<file path="config.mk">
export PLATFORM = sky130hd
export DESIGN_NAME = pwm_ramp_ctrl
export DESIGN_NICKNAME = d
export VERILOG_FILES = /design/src/rtl/pwm_pkg.sv /design/src/rtl/pwm_step_timer.sv /design/src/rtl/pwm_ramp_ctrl.sv
export SDC_FILE = /design/constraint.sdc
export NUM_CORES = 1
export LEC_CHECK = 0
export ABC_CLOCK_PERIOD_IN_PS = 7500
export CAP_MARGIN = 10
export CORE_MARGIN = 2
export CORE_UTILIZATION = 45
export DETAILED_ROUTE_END_ITERATION = 6
export PLACE_DENSITY = 0.72
export SLEW_MARGIN = 20
export SYNTH_ARGS = -nofsm -noshare
export SYNTH_HDL_FRONTEND = slang
export SYNTH_SLANG_ARGS = --single-unit
export TNS_END_PERCENT = 30
</file>
<file path="constraint.sdc">
create_clock -name iClk -period 7.5 [get_ports iClk]
set_clock_uncertainty 0.2 [all_clocks]
set_input_delay 1.875 -clock iClk [delete_from_list [all_inputs] [get_ports iClk]]
set_output_delay 1.875 -clock iClk [all_outputs]
set_load 0.02 [all_outputs]
</file>
<file path="src/rtl/pwm_pkg.sv">
// Shared constants for the PWM duty-ramp sequencer: register addresses,
// sequencer state encoding, CTRL/STATUS bit offsets and default field widths.
package pwm_pkg;

  localparam int DEF_FRE_W  = 2;
  localparam int DEF_DUTY_W = 3;
  localparam int DEF_TICK_W = 16;

  localparam logic [1:0] ADDR_CTRL   = 2'd0;
  localparam logic [1:0] ADDR_LIMITS = 2'd1;
  localparam logic [1:0] ADDR_STEP   = 2'd2;
  localparam logic [1:0] ADDR_STATUS = 2'd3;

  typedef enum logic [1:0] {
    IDLE = 2'd0,
    UP   = 2'd1,
    DOWN = 2'd2
  } rampState_t;

  localparam int CTRL_START  = 0;
  localparam int CTRL_LOOP   = 1;
  localparam int CTRL_STOP   = 2;
  localparam int CTRL_FRE    = 3;
  localparam int CTRL_IRQ_EN = 5;

  localparam int LIM_MIN = 0;
  localparam int LIM_MAX = 4;

  localparam int STAT_BUSY  = 0;
  localparam int STAT_DONE  = 1;
  localparam int STAT_ERR   = 2;
  localparam int STAT_DUTY  = 3;
  localparam int STAT_STATE = 6;

endpackage

</file>
<file path="src/rtl/pwm_step_timer.sv">
// Reloadable down-counter producing a one-cycle tick every iInterval cycles
// while enabled; an interval of 0 behaves as 1.
module pwm_step_timer
  import pwm_pkg::*;
#(
  parameter int TICK_W = DEF_TICK_W
) (
  input  logic              iClk,
  input  logic              iReset_n,
  input  logic              iLoad,
  input  logic              iEnable,
  input  logic [TICK_W-1:0] iInterval,
  output logic              oTick
);

  localparam logic [TICK_W-1:0] ONE = TICK_W'(1);

  logic [TICK_W-1:0] count;
  logic [TICK_W-1:0] reloadVal;

  assign reloadVal = (iInterval == '0) ? ONE : iInterval;

  // <= also covers a stray zero count so the timer can never stall
  assign oTick = iEnable && !iLoad && (count <= ONE);

  always_ff @(posedge iClk or negedge iReset_n) begin
    if (!iReset_n) begin
      count <= '0;
    end else if (iLoad || oTick) begin
      count <= reloadVal;
    end else if (iEnable) begin
      count <= count - ONE;
    end
  end

endmodule

</file>
<file path="src/rtl/pwm_ramp_ctrl.sv">
// Register-mapped breathing sequencer feeding fre/duty of the PWM counter.
// Define PWM_RAMP_IRQ_EN to enable the completion interrupt and CTRL.irq_en.
module pwm_ramp_ctrl
  import pwm_pkg::*;
#(
  parameter int FRE_W  = DEF_FRE_W,
  parameter int DUTY_W = DEF_DUTY_W,
  parameter int TICK_W = DEF_TICK_W
) (
  input  logic              iClk,
  input  logic              iReset_n,
  input  logic              iChipselect_n,
  input  logic              iWrite_n,
  input  logic              iRead_n,
  input  logic [1:0]        iAddress,
  input  logic [31:0]       iData,
  output logic [31:0]       oData,
  output logic [FRE_W-1:0]  oFre,
  output logic [DUTY_W-1:0] oDuty,
  output logic              oBusy,
  output logic              oIrq
);

  rampState_t        state, stateNext;
  logic [DUTY_W-1:0] duty, dutyNext;
  logic [DUTY_W-1:0] dutyMin, dutyMax;
  logic [FRE_W-1:0]  fre;
  logic [TICK_W-1:0] interval;
  logic              loopEn;
  logic              busy, done, err;
  logic              setDone, setErr, timerLoad, tick;
  logic              wrEn, rdEn, startReq, stopReq;
  logic [31:0]       rdMux;
  logic              unusedData;

  assign wrEn     = !iChipselect_n && !iWrite_n;
  assign rdEn     = !iChipselect_n && iWrite_n && !iRead_n;
  assign startReq = wrEn && (iAddress == ADDR_CTRL) && iData[CTRL_START];
  assign stopReq  = wrEn && (iAddress == ADDR_CTRL) && iData[CTRL_STOP];
  assign unusedData = ^iData;

  assign oFre  = fre;
  assign oDuty = duty;
  assign oBusy = busy;

`ifdef PWM_RAMP_IRQ_EN
  logic irqEn;
  assign oIrq = done & irqEn;
`else
  assign oIrq = 1'b0;
`endif

  pwm_step_timer #(
    .TICK_W (TICK_W)
  ) uStepTimer (
    .iClk      (iClk),
    .iReset_n  (iReset_n),
    .iLoad     (timerLoad),
    .iEnable   (state != IDLE),
    .iInterval (interval),
    .oTick     (tick)
  );

  // Limits are compared before stepping, and with >=/<= so a limit moved
  // past the current duty mid-ramp turns the ramp around instead of wrapping.
  always_comb begin
    stateNext = state;
    dutyNext  = duty;
    setDone   = 1'b0;
    setErr    = 1'b0;
    timerLoad = 1'b0;
    if (stopReq) begin
      stateNext = IDLE;
      dutyNext  = '0;
    end else begin
      case (state)
        IDLE: begin
          dutyNext = '0;
          if (startReq) begin
            if (dutyMin <= dutyMax) begin
              stateNext = UP;
              dutyNext  = dutyMin;
              timerLoad = 1'b1;
            end else begin
              setErr = 1'b1;
            end
          end
        end
        UP: begin
          if (tick) begin
            if (duty >= dutyMax) stateNext = DOWN;
            else                 dutyNext  = duty + 1'b1;
          end
        end
        DOWN: begin
          if (tick) begin
            if (duty <= dutyMin) begin
              if (loopEn) begin
                stateNext = UP;
              end else begin
                stateNext = IDLE;
                dutyNext  = '0;
                setDone   = 1'b1;
              end
            end else begin
              dutyNext = duty - 1'b1;
            end
          end
        end
        default: begin
          stateNext = IDLE;
          dutyNext  = '0;
        end
      endcase
    end
  end

  always_ff @(posedge iClk or negedge iReset_n) begin
    if (!iReset_n) begin
      state <= IDLE;
      duty  <= '0;
      busy  <= 1'b0;
    end else begin
      state <= stateNext;
      duty  <= dutyNext;
      busy  <= (stateNext != IDLE);
    end
  end

  always_comb begin
    rdMux = '0;
    case (iAddress)
      ADDR_CTRL: begin
        rdMux[CTRL_LOOP]        = loopEn;
        rdMux[CTRL_FRE +: FRE_W] = fre;
`ifdef PWM_RAMP_IRQ_EN
        rdMux[CTRL_IRQ_EN]      = irqEn;
`endif
      end
      ADDR_LIMITS: begin
        rdMux[LIM_MIN +: DUTY_W] = dutyMin;
        rdMux[LIM_MAX +: DUTY_W] = dutyMax;
      end
      ADDR_STEP: begin
        rdMux[TICK_W-1:0] = interval;
      end
      ADDR_STATUS: begin
        rdMux[STAT_BUSY]          = busy;
        rdMux[STAT_DONE]          = done;
        rdMux[STAT_ERR]           = err;
        rdMux[STAT_DUTY +: DUTY_W] = duty;
        rdMux[STAT_STATE +: 2]    = state;
      end
      default: ;
    endcase
  end

  // A completion or error event outranks a same-cycle write-1-clear.
  always_ff @(posedge iClk or negedge iReset_n) begin
    if (!iReset_n) begin
      loopEn   <= 1'b0;
      fre      <= '0;
      dutyMin  <= '0;
      dutyMax  <= '0;
      interval <= '0;
      done     <= 1'b0;
      err      <= 1'b0;
      oData    <= '0;
`ifdef PWM_RAMP_IRQ_EN
      irqEn    <= 1'b0;
`endif
    end else begin
      if (wrEn) begin
        case (iAddress)
          ADDR_CTRL: begin
            loopEn <= iData[CTRL_LOOP];
            fre    <= iData[CTRL_FRE +: FRE_W];
`ifdef PWM_RAMP_IRQ_EN
            irqEn  <= iData[CTRL_IRQ_EN];
`endif
          end
          ADDR_LIMITS: begin
            dutyMin <= iData[LIM_MIN +: DUTY_W];
            dutyMax <= iData[LIM_MAX +: DUTY_W];
          end
          ADDR_STEP: interval <= iData[TICK_W-1:0];
          default: ;
        endcase
      end
      if (setDone)
        done <= 1'b1;
      else if (wrEn && (iAddress == ADDR_STATUS) && iData[STAT_DONE])
        done <= 1'b0;
      if (setErr)
        err <= 1'b1;
      else if (wrEn && (iAddress == ADDR_STATUS) && iData[STAT_ERR])
        err <= 1'b0;
      if (rdEn)
        oData <= rdMux;
    end
  end

endmodule

</file>
### After elaboration in Yosys (flattened, before gate mapping)

Cells that the tools add are included.

* flip-flop bits (word level): 65
* input port bits: 39
* output and inout port bits: 39
* logic and storage cells: 102

* add/subtract/negate cells: 3
* $lt $le $gt $ge: 4
* eq/ne operators: 9
* muxes and demuxes: 46
* reductions and logical operators: 28

Operators by type and width (number)
* $mux W16: 3
* $mux W3: 8
* $mux W1: 18
* $le A16 B1 Y1 const B: 1
* $logic_not A16 Y1: 1
* $sub A16 B1 Y16 const B: 1
* $mux W2: 7
* $pmux W2 S3: 2
* $logic_and A1 B1 Y1: 11
* $reduce_bool A2 Y1: 5
* $pmux W1 S3: 3
* $pmux W3 S3: 1
* $mux W8: 1
* $pmux W1 S4: 2
* $eq A2 B2 Y1 const B: 3
* $le A3 B3 Y1: 2
* $ne A3 B2 Y1 const B: 2
* $reduce_and A2 Y1: 3
* $eq A2 B1 Y1 const B: 2
* $logic_not A1 Y1: 4
* $logic_not A2 Y1: 2
* $ne A4 B4 Y1 const B: 1
* $reduce_and A4 Y1: 1
* $add A3 B1 Y3 const B: 1
* 5 further kinds: 5

### Longest topological paths before layout

Gate-level depths: netlist (run 1).

* depth after elaboration: 14
* mapped depth: 9
* depth with buffers taken out: 8

### Modules after synthesis

Synthesis (run 1) repeated with hierarchy kept, for this count alone.

* cell total of the unflattened synthesis: 384
* area total of the unflattened synthesis: 3823.7 sq um

Modules (own cells, without submodules)
* pwm_ramp_ctrl: times used 1, cells an instance 242, area an instance 2590.0 sq um, seq. area each 1226.2 sq um
* pwm_step_timer: times used 1, cells an instance 142, area an instance 1233.7 sq um, seq. area each 400.4 sq um

### Worst setup path before layout (run 1)

Ideal clock, no wire load.

* path kind: in2reg
* start point: input iAddress[1]
* end point: register uStepTimer.count[12]
* library setup time: 0.134 ns
* data arrival time: 3.613 ns
* data required time: 7.166 ns
* path slack: 3.553 ns
* stages on the path: 7
* buffers on the path: 2
* cells stage by stage: clkbuf_1 -> nor4_2 -> nand3_1 -> or3_1 -> clkbuf_1 -> a32oi_1 -> o31ai_1

* word-level cells in the longest chain between the ends: 11
* elaborated cells between the ends (all ways): 13
* classes of those cells: mux (4); reduce/logical (9)

Ends and longest elaborated chain
* start: declaration: line pwm_ramp_ctrl.sv:15 `input logic [1:0] iAddress,`
* $logic_not A2 Y1 *: line pwm_ramp_ctrl.sv:38, pwm_ramp_ctrl.sv:39
* $logic_and A1 B1 Y1 *: line pwm_ramp_ctrl.sv:38, pwm_ramp_ctrl.sv:39
* $logic_and A1 B1 Y1: line pwm_ramp_ctrl.sv:38 `assign startReq = wrEn && (iAddress == ADDR_CTRL) && iData[CTRL_START];`
* $mux W1: line pwm_ramp_ctrl.sv:79 `if (startReq) begin`
* $mux W1: line pwm_ramp_ctrl.sv:76 `case (state)`
* $mux W1 *: line pwm_ramp_ctrl.sv:72 `if (stopReq) begin`
* $logic_not A1 Y1: line pwm_step_timer.sv:24 `assign oTick = iEnable && !iLoad && (count <= ONE);`
* $logic_and A1 B1 Y1 (2 in a row): line pwm_step_timer.sv:24
* $logic_or A1 B1 Y1 *: line pwm_step_timer.sv:29 `end else if (iLoad || oTick) begin`
* $mux W16 or $reduce_bool A2 Y1 (tied branches)
* end signal: assignment: line pwm_step_timer.sv:30 `count <= reloadVal;`
* end signal: assignment: line pwm_step_timer.sv:32 `count <= count - ONE;`
* end: declaration: line pwm_step_timer.sv:18 `logic [TICK_W-1:0] count;`

Every way passes the cells marked *; elsewhere a longest branch is shown, timed or not.
A chain may end at the register's enable or synchronous reset.

### Worst setup path in the final report (run 1)

* start point: input iAddress[1]
* end point: register interval[15]

* word-level cells in the longest chain between the ends: 2

Ends and longest elaborated chain
* $eq A2 B2 Y1: line pwm_ramp_ctrl.sv:174 `case (iAddress)`
* $reduce_and A2 Y1 (no line)
* end signal: assignment: line pwm_ramp_ctrl.sv:186 `ADDR_STEP: interval <= iData[TICK_W-1:0];`
* end: declaration: line pwm_ramp_ctrl.sv:28 `logic [TICK_W-1:0] interval;`

No other way between the ends.

==> impl_metrics.env, run 1 <==
export IMPL_die_h_microns=94.0
export IMPL_dp_hpwl_microns=6170
export IMPL_maxCapViolations=0
export IMPL_clockRootBuffer="clkbuf_8"
export IMPL_cp_arrival_ns=4.70
export IMPL_wl_per_cell_microns=16.4
export IMPL_max_freq_mhz=214
export IMPL_clkSlewWorstSetupHoldPaths_ns=0.07
export IMPL_power_density_nw_per_um2=299
export IMPL_cts_setup_buffers=0
export IMPL_area_growth_pct=17.4
export IMPL_io_pins=78
export IMPL_globalplace_congestion=0.871
export IMPL_initial_core_util_pct=46.9
export IMPL_worstMarginPinSlew_ns=0.897
export IMPL_required_ns=7.52
export IMPL_p_int_uw=809
export IMPL_fin_crit_ns=4.68
export IMPL_place_area_sq_um=4060
export IMPL_grt_antenna_before_repair=0
export IMPL_leakage_nw=1.77
export IMPL_crit_family="simple AND/OR/NAND/NOR gates"
export IMPL_overflow=0
export IMPL_setup_viol=0
export IMPL_startpoint_type="input port"
export IMPL_numCtsBuffers=9
export IMPL_io_buffer_count=44
export IMPL_fillers=695
export IMPL_grt_total_usage_pct=20.7
export IMPL_ir_drop_mv=0.0936
export IMPL_htree_levels=3
export IMPL_wl_microns=8420
export IMPL_ctsResizeCount=0
export IMPL_seq_area_frac_synth_pct=44.7
export IMPL_final_cells=515
export IMPL_grt_max_degree=66
export IMPL_cpPeakStageDelay_ns=0.87
export IMPL_p_seq_share_pct=42.1
export IMPL_syn_cell_area_sq_um=3640
export IMPL_num_rows=32
export IMPL_cts_sinks=65
export IMPL_synthTopCellsByArea="dfrtp_1 45%, mux2_2 6.2%, o21ai_0 5.9%"
export IMPL_coreArea_sq_um=7770
export IMPL_dp_cells=499
export IMPL_max_slew_margin_rel_pct=40.1
export IMPL_fin_util_pct=55.0
export IMPL_async_reset_ff_share_pct=100
export IMPL_tns_ns=0
export IMPL_syn_area_per_cell_sq_um=9.87
export IMPL_path_class="in -> reg"
export IMPL_cp_max_fo=18
export IMPL_synth_edf_count=0
export IMPL_fin_crit_sh_pct=62.4
export IMPL_grt_setup_unrepaired="no"
export IMPL_fin_area_sq_um=4270
export IMPL_drc=0
export IMPL_ys_ff_latch=65
export IMPL_drive_gt1_share_pct=13.3
export IMPL_drtPass1Iterations=4
export IMPL_grt_pass1_vias=2748
export IMPL_pwr_share_clk_pct=25.2
export IMPL_clock_latency_ns=0.34
export IMPL_synth_top_area_share_pct=44.7
export IMPL_status="complete, no violations"
export IMPL_power_switching_uw=468
export IMPL_ys_types=54
export IMPL_antenna_cells=0
export IMPL_slew_viol_final=0
export IMPL_crit_path_end_kind="register"
export IMPL_synthFlopType="dfrtp_1"
export IMPL_slowest_stage="clkdlybuf4s50_1"
export IMPL_drt_iter0_markers=195
export IMPL_vias_per_cell=5.67
export IMPL_combPwrFrac_pct=32.7
export IMPL_die_width_microns=94.0
export IMPL_synthCells=369
export IMPL_switching_share_pct=36.6
export IMPL_clock_path_buffers=2
export IMPL_crit_chain="clkdlybuf4s50_1, nor2b_1, and2_1, mux2_2"
export IMPL_finalHoldViolations=0
export IMPL_nNetsFinal=460
export IMPL_yosys_warnings=0
export IMPL_grt_pass1_wl_microns=14000
export IMPL_holdBufCountCts=0
export IMPL_holdCritPathClass="reg -> reg"
export IMPL_dieArea_sq_um=8830
export IMPL_synth_top_area_cell="dfrtp_1"
export IMPL_critPathBufInv=1
export IMPL_vias=2918
export IMPL_cts_tree="built"
export IMPL_ant_nets=0
[layout make-up]
class | instances | area (sq um) | area share (%)
Clock inverter | 6 | 82.6 | 1.93
Inverter | 13 | 48.8 | 1.14
Timing Repair Buffer | 46 | 450 | 10.5
Tap cell | 102 | 128 | 2.99
Sequential cell | 65 | 1630 | 38.1
Multi-Input combinational cell | 273 | 1810 | 42.4
Clock buffer | 10 | 128 | 2.99
[routing by layer]
layer | wire, microns | up-vias | track usage (%)
met5 | 0 | - | 0
met4 | 120 | 0 | 7.85
met3 | 555 | 11 | 3.69
met2 | 3990 | 102 | 31.8
met1 | 3760 | 1417 | 29.2
li1 | - | 1388 | -
[power groups by stage]
| stage | Clock [mW] | Combinational, mW | Sequential [mW] |
|---|---|---|---|
| after floorplan | 0 | 0.265 | 0.541 |
| after global placement | 0 | 0.404 | 0.536 |
| after detailed placement | 0 | 0.417 | 0.541 |
| after CTS | 0.329 | 0.418 | 0.535 |
| after global routing | 0.349 | 0.462 | 0.549 |
| final | 0.322 | 0.417 | 0.537 |
[through the flow]
| step | hold slack, ns | worst slack, ns | power [mW] |
|---|---|---|---|
| 6_report | 0.280 | 2.82 | 1.28 |
| 2_1_floorplan | 0.261 | 3.55 | 0.806 |
| 4_1_cts | 0.286 | 2.85 | 1.28 |
| 3_3_place_gp | 0.261 | 2.55 | 0.940 |
| 3_5_place_dp | 0.269 | 2.49 | 0.958 |
| 5_1_grt | 0.296 | 2.58 | 1.36 |
[tightest hold or removal path, delay by kind of cell, from the launching register on]
family          cells  cell delay (ns)
flops               1             0.34
compound gates      1             0.06
simple gates        1             0.05
[synth_stat cells, types with 2 or more instances]
cell type  instances
clkbuf_1          13
a22oi_1            8
mux2i_1            2
dfrtp_1           65
a211oi_1           3
a31oi_1            2
a22o_1             2
inv_1             13
a41oi_1            2
mux4_2             2
nand2_1           51
or2_1              2
buf_6              3
or3_1              2
nor2_1            17
a21oi_1            6
o31ai_1            3
o211ai_1           4
mux2_2            20
nand2b_1           3
nor2b_1            4
nor4_1             8
o311ai_0           2
ha_1              13
and2_1             2
or2_2              2
or3_2              2
a32oi_1            6
a221o_1            2
nand3_1            9
a21o_1             4
o21ai_0           43
nor3_1            11
a211o_1            2
buf_4             17
[sequential cells by signal, summed over array words and instances, names as in the netlist]
register,count
state,2
dutyMax,3
dutyMin,3
oFre,2
oData,16
uStepTimer.count,16
done,1
loopEn,1
err,1
oDuty,3
oBusy,1
interval,16
[kinds of logic (layout without fill, tap and decap cells)]
family	after synthesis	count (layout)	share of synthesized area, %
AND/OR/NAND/NOR	121	121	16.5
AO/OA/AOI/OAI	97	97	18.6
flip-flops	65	65	44.7
buffers and inverters	47	75	7.25
multiplexers	25	25	8.38
adder cells (fa/ha/maj)	13	13	4.47
other	1	17	0.103
[path summary, 6_finish.rpt]
check | from | endpoint | depth (start not counted) | slack [ns]
setup / recovery | iAddress[1] | interval[15]$_DFFE_PN0P_ | 4 | 2.82
hold / removal | oData[3]$_DFFE_PN0P_ | oData[3]$_DFFE_PN0P_ | 2 | 0.28
setup reg to reg | uStepTimer.count[4]$_DFFE_PN0P_ | oDuty[0]$_DFFE_PN0P_ | 6 | 4.37
hold reg to reg | oData[3]$_DFFE_PN0P_ | oData[3]$_DFFE_PN0P_ | 2 | 0.28
max in group asynchronous | iReset_n | uStepTimer.count[4]$_DFFE_PN0P_ | 2 | 5.04
min in group asynchronous | iReset_n | oDuty[1]$_DFFE_PN0P_ | 2 | 1.49
[placed cells by master, fill, tap and decap left out, types with 9 or more instances in the layout]
master            n
nor3_1           11
conb_1           17
nand3_1           9
nand2_1          51
clkdlybuf4s50_1  43
inv_1            13
o21ai_0          43
dfrtp_1          65
mux2_2           20
clkbuf_8          9
nor2_1           17
ha_1             13
No activity file was read; power rests on OpenSTA's default activity.
==> run 2, diff against run 1 <==
--- a/config.mk
+++ b/config.mk
@@ -5,7 +5,7 @@
 export SDC_FILE = /design/constraint.sdc
 export NUM_CORES = 1
 export LEC_CHECK = 0
-export ABC_CLOCK_PERIOD_IN_PS = 7500
+export ABC_CLOCK_PERIOD_IN_PS = 4700
 export CAP_MARGIN = 10
 export CORE_MARGIN = 2
 export CORE_UTILIZATION = 45
==> constraint.sdc (replaced) <==
create_clock -name iClk -period 4.7 [get_ports iClk]
set_clock_uncertainty 0.2 [all_clocks]
set_input_delay 1.175 -clock iClk [delete_from_list [all_inputs] [get_ports iClk]]
set_output_delay 1.175 -clock iClk [all_outputs]
set_load 0.02 [all_outputs]
==> run 2 against run 1 <==
- register-to-register slack got worse by 2.8 ns
- non-clock buffer count is 4 higher
- sequential power increased by 60%
- sequential cell count is the same
- cell count is 0.78% higher
- first-iteration DRC count increased by 30%
- routed wire length is 2.9% higher
- combinational power increased by 62%
- die area unchanged
- largest cell class unchanged
==> impl_metrics.env, run 2 (synthesis results as in run 1) <==
export IMPL_status="complete, no violations"
export IMPL_grt_pass1_wl_microns=14400
export IMPL_ant_nets=0
export IMPL_holdBufCountCts=0
export IMPL_startpoint_type="input port"
export IMPL_setup_viol=0
export IMPL_maxCapViolations=0
export IMPL_total_power_mw=2.08
export IMPL_die_width_microns=94.0
export IMPL_largest_registers="interval x16, oData x16, uStepTimer.count x16"
export IMPL_crit_top_cell="buf_4"
export IMPL_grt_max_degree=40
export IMPL_rr_worst_depth=6
export IMPL_dp_hpwl_microns=6390
export IMPL_io_buffer_count=44
export IMPL_ctsResizeCount=0
export IMPL_drt_iter0_markers=254
export IMPL_rrSetupSlack_ns=1.55
export IMPL_required_ns=4.75
export IMPL_whs_ns=0.278
export IMPL_cts_tree="built"
export IMPL_finalHoldViolations=0
export IMPL_grt_antenna_before_repair=0
export IMPL_cp_max_fo=14
export IMPL_power_density_nw_per_um2=480
export IMPL_crit_path_end_kind="register"
export IMPL_layout_commonest_cell="dfrtp_1"
export IMPL_drtPass1Iterations=5
export IMPL_leakage_nw=1.79
export IMPL_timing_rr_end="oDuty[0]$_DFFE_PN0P_"
export IMPL_ir_drop_mv=0.175
export IMPL_fin_crit_ns=3.57
export IMPL_path_class="in -> reg"
export IMPL_antenna_cells=0
export IMPL_numCtsBuffers=9
export IMPL_layout_common_cells="65 x dfrtp_1, 51 x nand2_1, 43 x o21ai_0, 43 x clkdlybuf4s50_1, 20 x mux2_2"
export IMPL_drc=0
export IMPL_grt_setup_unrepaired="no"
export IMPL_rr_startpoint="uStepTimer.count[9]$_DFFE_PN0P_"
export IMPL_cts_setup_buffers=0
export IMPL_die_h_microns=94.0
export IMPL_initial_core_util_pct=46.9
export IMPL_drive_gt1_share_pct=14.4
export IMPL_htree_levels=3
export IMPL_min_delay_start="oData[14]$_DFFE_PN0P_"
export IMPL_max_freq_mhz=280
export IMPL_clockRootBuffer="clkbuf_8"
export IMPL_tns_ns=0
export IMPL_clock_latency_ns=0.35
export IMPL_holdCritPathClass="reg -> reg"
export IMPL_max_slew_margin_rel_pct=40.8
export IMPL_area_growth_pct=18.7
export IMPL_vias=2969
export IMPL_cp_arrival_ns=3.62
export IMPL_fillers=695
export IMPL_cts_sinks=65
export IMPL_grt_pass1_vias=2885
export IMPL_grt_total_usage_pct=21.0
export IMPL_crit_chain="clkdlybuf4s50_1, buf_4, nor4_2, buf_4, nand3_1, or3_1, a221o_1, a22oi_1"
export IMPL_whs_endpoint="oData[14]$_DFFE_PN0P_"
export IMPL_dieArea_sq_um=8830
export IMPL_vias_per_cell=5.72
export IMPL_coreArea_sq_um=7770
export IMPL_slew_viol_final=0
export IMPL_clkSlewWorstSetupHoldPaths_ns=0.07
export IMPL_slowest_stage="or3_1"
export IMPL_num_rows=32
export IMPL_cpPeakStageDelay_ns=0.62
export IMPL_globalplace_congestion=0.884
export IMPL_overflow=0
export IMPL_worstMarginPinSlew_ns=0.888
export IMPL_clock_path_buffers=2
export IMPL_wl_per_cell_microns=16.7
export IMPL_whs_path_depth=2
export IMPL_fin_crit_sh_pct=75.9
export IMPL_nNetsFinal=464
export IMPL_io_pins=78
export IMPL_wl_microns=8670
[run 2: cell types whose count changed in the layout (fill, tap and decap cells not counted)]
cell,previous run,this run
buf_4,2,6
inv_6,0,1
clkinv_2,3,0
clkinv_4,0,3
clkbuf_1,1,0
[run 2: area by class of cell]
class | count | area (sq um) | area share [%]
clock buffers | 9 | 124 | 2.87
clock inverters | 7 | 103 | 2.37
inverters | 13 | 48.8 | 1.13
multi-input cells | 273 | 1810 | 41.9
flip-flops and latches | 65 | 1630 | 37.6
well taps | 102 | 128 | 2.95
repair buffers | 50 | 480 | 11.1
[run 2: power breakdown]
group          leakage, nW  internal (mW)  switching [mW]
clock network        0.110          0.303           0.241
registers            0.813          0.699           0.157
logic                0.871          0.297           0.377
total                 1.79           1.30           0.775
[run 2: per-stage QoR]
stage                     cell area (sq um)  worst slack [ns]  utilization (%)  instances
after detailed placement               4090             0.821             52.7        503
after global routing                   4320              1.00             55.6        519
after floorplan                        3700              1.45                -        385
after global placement                 4090             0.858             52.7        503
after CTS                              4320              1.16             55.6        519
final                                  4320              1.13             55.6        519
[run 2: how the worst max path moves through the flow]
stage,cells after the start,endpoint,startpoint
after floorplan,7,uStepTimer.count[12]$_DFFE_PN0P_,iAddress[1]
after global placement,8,uStepTimer.count[0]$_DFFE_PN0P_,iAddress[0]
after detailed placement,8,uStepTimer.count[0]$_DFFE_PN0P_,iAddress[0]
after CTS,8,uStepTimer.count[0]$_DFFE_PN0P_,iAddress[0]
after global routing,8,uStepTimer.count[0]$_DFFE_PN0P_,iAddress[0]
final,8,uStepTimer.count[0]$_DFFE_PN0P_,iAddress[0]
[run 2: critical path: cells and delay by family]
family	cells	cell delay [ns]
and+or+nand+nor	3	1.06
buffers and inverters	3	0.80
AOI/OAI and AO/OA	2	0.58
[run 2: routing by layer]
metal / part of all wire, % / vias up / track usage [%]
met5: 0 / - / 0
met2: 46 / 119 / 32.1
met4: 3.2 / 0 / 10.5
met3: 5.1 / 23 / 3.21
met1: 46 / 1432 / 28.9
li1: - / 1395 / -
==> run 3, diff against run 2 <==
--- a/config.mk
+++ b/config.mk
@@ -5,7 +5,7 @@
 export SDC_FILE = /design/constraint.sdc
 export NUM_CORES = 1
 export LEC_CHECK = 0
-export ABC_CLOCK_PERIOD_IN_PS = 4700
+export ABC_CLOCK_PERIOD_IN_PS = 3430
 export CAP_MARGIN = 10
 export CORE_MARGIN = 2
 export CORE_UTILIZATION = 45
==> constraint.sdc (replaced) <==
create_clock -name iClk -period 3.43 [get_ports iClk]
set_clock_uncertainty 0.2 [all_clocks]
set_input_delay 0.8575 -clock iClk [delete_from_list [all_inputs] [get_ports iClk]]
set_output_delay 0.8575 -clock iClk [all_outputs]
set_load 0.02 [all_outputs]
==> run 3 against run 2 <==
- sequential share of layout area down 0.85 points
- routed wire length grew 3.6%
- clock power is 50% higher
- highest routed layer unchanged
==> impl_metrics.env, run 3 (synthesis results as in run 1) <==
export IMPL_io_buffer_count=44
export IMPL_wl_microns=8980
export IMPL_power_density_nw_per_um2=664
export IMPL_required_ns=3.46
export IMPL_die_width_microns=94.0
export IMPL_vias_per_cell=5.65
export IMPL_overflow=0
export IMPL_crit_start="iChipselect_n"
export IMPL_dp_hpwl_microns=6480
export IMPL_grt_antenna_before_repair=0
export IMPL_rr_startpoint="uStepTimer.count[12]$_DFFE_PN0P_"
export IMPL_grt_total_usage_pct=21.9
export IMPL_final_cells=529
export IMPL_max_freq_mhz=343
export IMPL_setup_viol=0
export IMPL_grt_pass1_wl_microns=14900
export IMPL_fin_area_sq_um=4420
export IMPL_cts_setup_buffers=0
export IMPL_clock_path_buffers=2
export IMPL_total_power_mw=2.94
export IMPL_startpoint_type="input port"
export IMPL_nNetsFinal=474
export IMPL_top_layer="met4"
export IMPL_dr_wl_met2_microns=4200
export IMPL_holdCritPathClass="reg -> reg"
export IMPL_leakage_nw=1.86
export IMPL_drtPass1Iterations=4
export IMPL_drt_iter0_markers=176
export IMPL_max_slew_margin_rel_pct=54.8
export IMPL_clock_latency_ns=0.36
export IMPL_dp_cells=513
export IMPL_coreArea_sq_um=7770
export IMPL_slew_viol_final=0
export IMPL_htree_levels=3
export IMPL_ctsResizeCount=0
export IMPL_crit_path_end_kind="register"
export IMPL_ant_nets=0
export IMPL_cts_sinks=65
export IMPL_vias=2989
export IMPL_grt_setup_unrepaired="no"
export IMPL_cts_tree="built"
export IMPL_grt_max_degree=45
export IMPL_drive_gt1_share_pct=16.4
export IMPL_rrSetupSlack_ns=0.55
export IMPL_tns_ns=0
export IMPL_maxCapViolations=0
export IMPL_met1_length_microns=4120
export IMPL_fin_crit_ns=2.92
export IMPL_numCtsBuffers=9
export IMPL_layout_common_cells="65 x dfrtp_1, 51 x nand2_1, 43 x o21ai_0, 43 x clkdlybuf4s50_1, 20 x mux2_2"
export IMPL_status="complete, no violations"
export IMPL_num_rows=32
export IMPL_wl_per_cell_microns=17.0
export IMPL_drc=0
export IMPL_initial_core_util_pct=46.9
export IMPL_dr_wl_met3_microns=428
export IMPL_fin_crit_sh_pct=85.1
export IMPL_clockRootBuffer="clkbuf_8"
export IMPL_cp_max_fo=7
export IMPL_die_h_microns=94.0
export IMPL_layout_commonest_cell="dfrtp_1"
export IMPL_ir_drop_mv=0.246
export IMPL_worstMarginPinSlew_ns=0.678
export IMPL_cp_endpoint="uStepTimer.count[5]$_DFFE_PN0P_"
export IMPL_io_pins=78
export IMPL_place_area_sq_um=4170
export IMPL_dieArea_sq_um=8830
export IMPL_timing_rr_end="uStepTimer.count[5]$_DFFE_PN0P_"
export IMPL_holdBufCountCts=0
export IMPL_path_class="in -> reg"
export IMPL_clkSlewWorstSetupHoldPaths_ns=0.08
export IMPL_area_growth_pct=21.4
export IMPL_largest_registers="interval x16, oData x16, uStepTimer.count x16"
export IMPL_antenna_cells=0
export IMPL_cp_arrival_ns=2.94
export IMPL_rr_worst_depth=7
export IMPL_grt_pass1_vias=2979
export IMPL_globalplace_congestion=0.904
export IMPL_finalHoldViolations=0
==> run 3: through the flow <==
step | hold WS, ns | utilization (%) | worst slack (ns)
final | 0.277 | 56.9 | 0.512
after global routing | 0.299 | 56.9 | 0.435
after CTS | 0.286 | 56.9 | 0.547
after detailed placement | 0.269 | 53.7 | 0.191
after global placement | 0.262 | 53.7 | 0.220
after floorplan | 0.261 | - | 0.501
==> run 3: per-layer routing <==
metal / vias up / track usage [%]
met4: 0 / 10.7
met5: - / 0
met3: 15 / 3.77
met2: 92 / 34.3
met1: 1454 / 29.4
li1: 1428 / -
==> run 3: worst min-delay path by stage <==
| stage | start | to | slack [ns] | depth (start not counted) |
|---|---|---|---|---|
| after floorplan | done$_DFFE_PN0P_ | done$_DFFE_PN0P_ | 0.26 | 1 |
| after global placement | oData[14]$_DFFE_PN0P_ | oData[14]$_DFFE_PN0P_ | 0.26 | 2 |
| after detailed placement | oData[2]$_DFFE_PN0P_ | oData[2]$_DFFE_PN0P_ | 0.27 | 2 |
| after CTS | oData[2]$_DFFE_PN0P_ | oData[2]$_DFFE_PN0P_ | 0.29 | 2 |
| after global routing | oData[6]$_DFFE_PN0P_ | oData[6]$_DFFE_PN0P_ | 0.30 | 2 |
| final | oData[2]$_DFFE_PN0P_ | oData[2]$_DFFE_PN0P_ | 0.28 | 2 |
==> run 3: final cells by class <==
cell class / instances / area (sq um)
fillers: 660 / 3350
multi-input cells: 273 / 1810
flip-flops and latches: 65 / 1630
repair buffers: 60 / 558
well taps: 102 / 128
clock inverters: 7 / 125
clock buffers: 9 / 124
inverters: 13 / 48.8
==> run 3: critical path, stage by stage <==
cell             delay, ns
clkdlybuf4s50_1       0.46
nor4_2                0.39
nand3_1               0.24
buf_4                 0.20
o32ai_4               0.37
buf_4                 0.24
nand2_1               0.07
o311ai_0              0.12
==> run 3: power breakdown <==
group	switching (mW)	internal [mW]
Sequential	0.217	0.958
Clock	0.330	0.490
Combinational	0.523	0.417
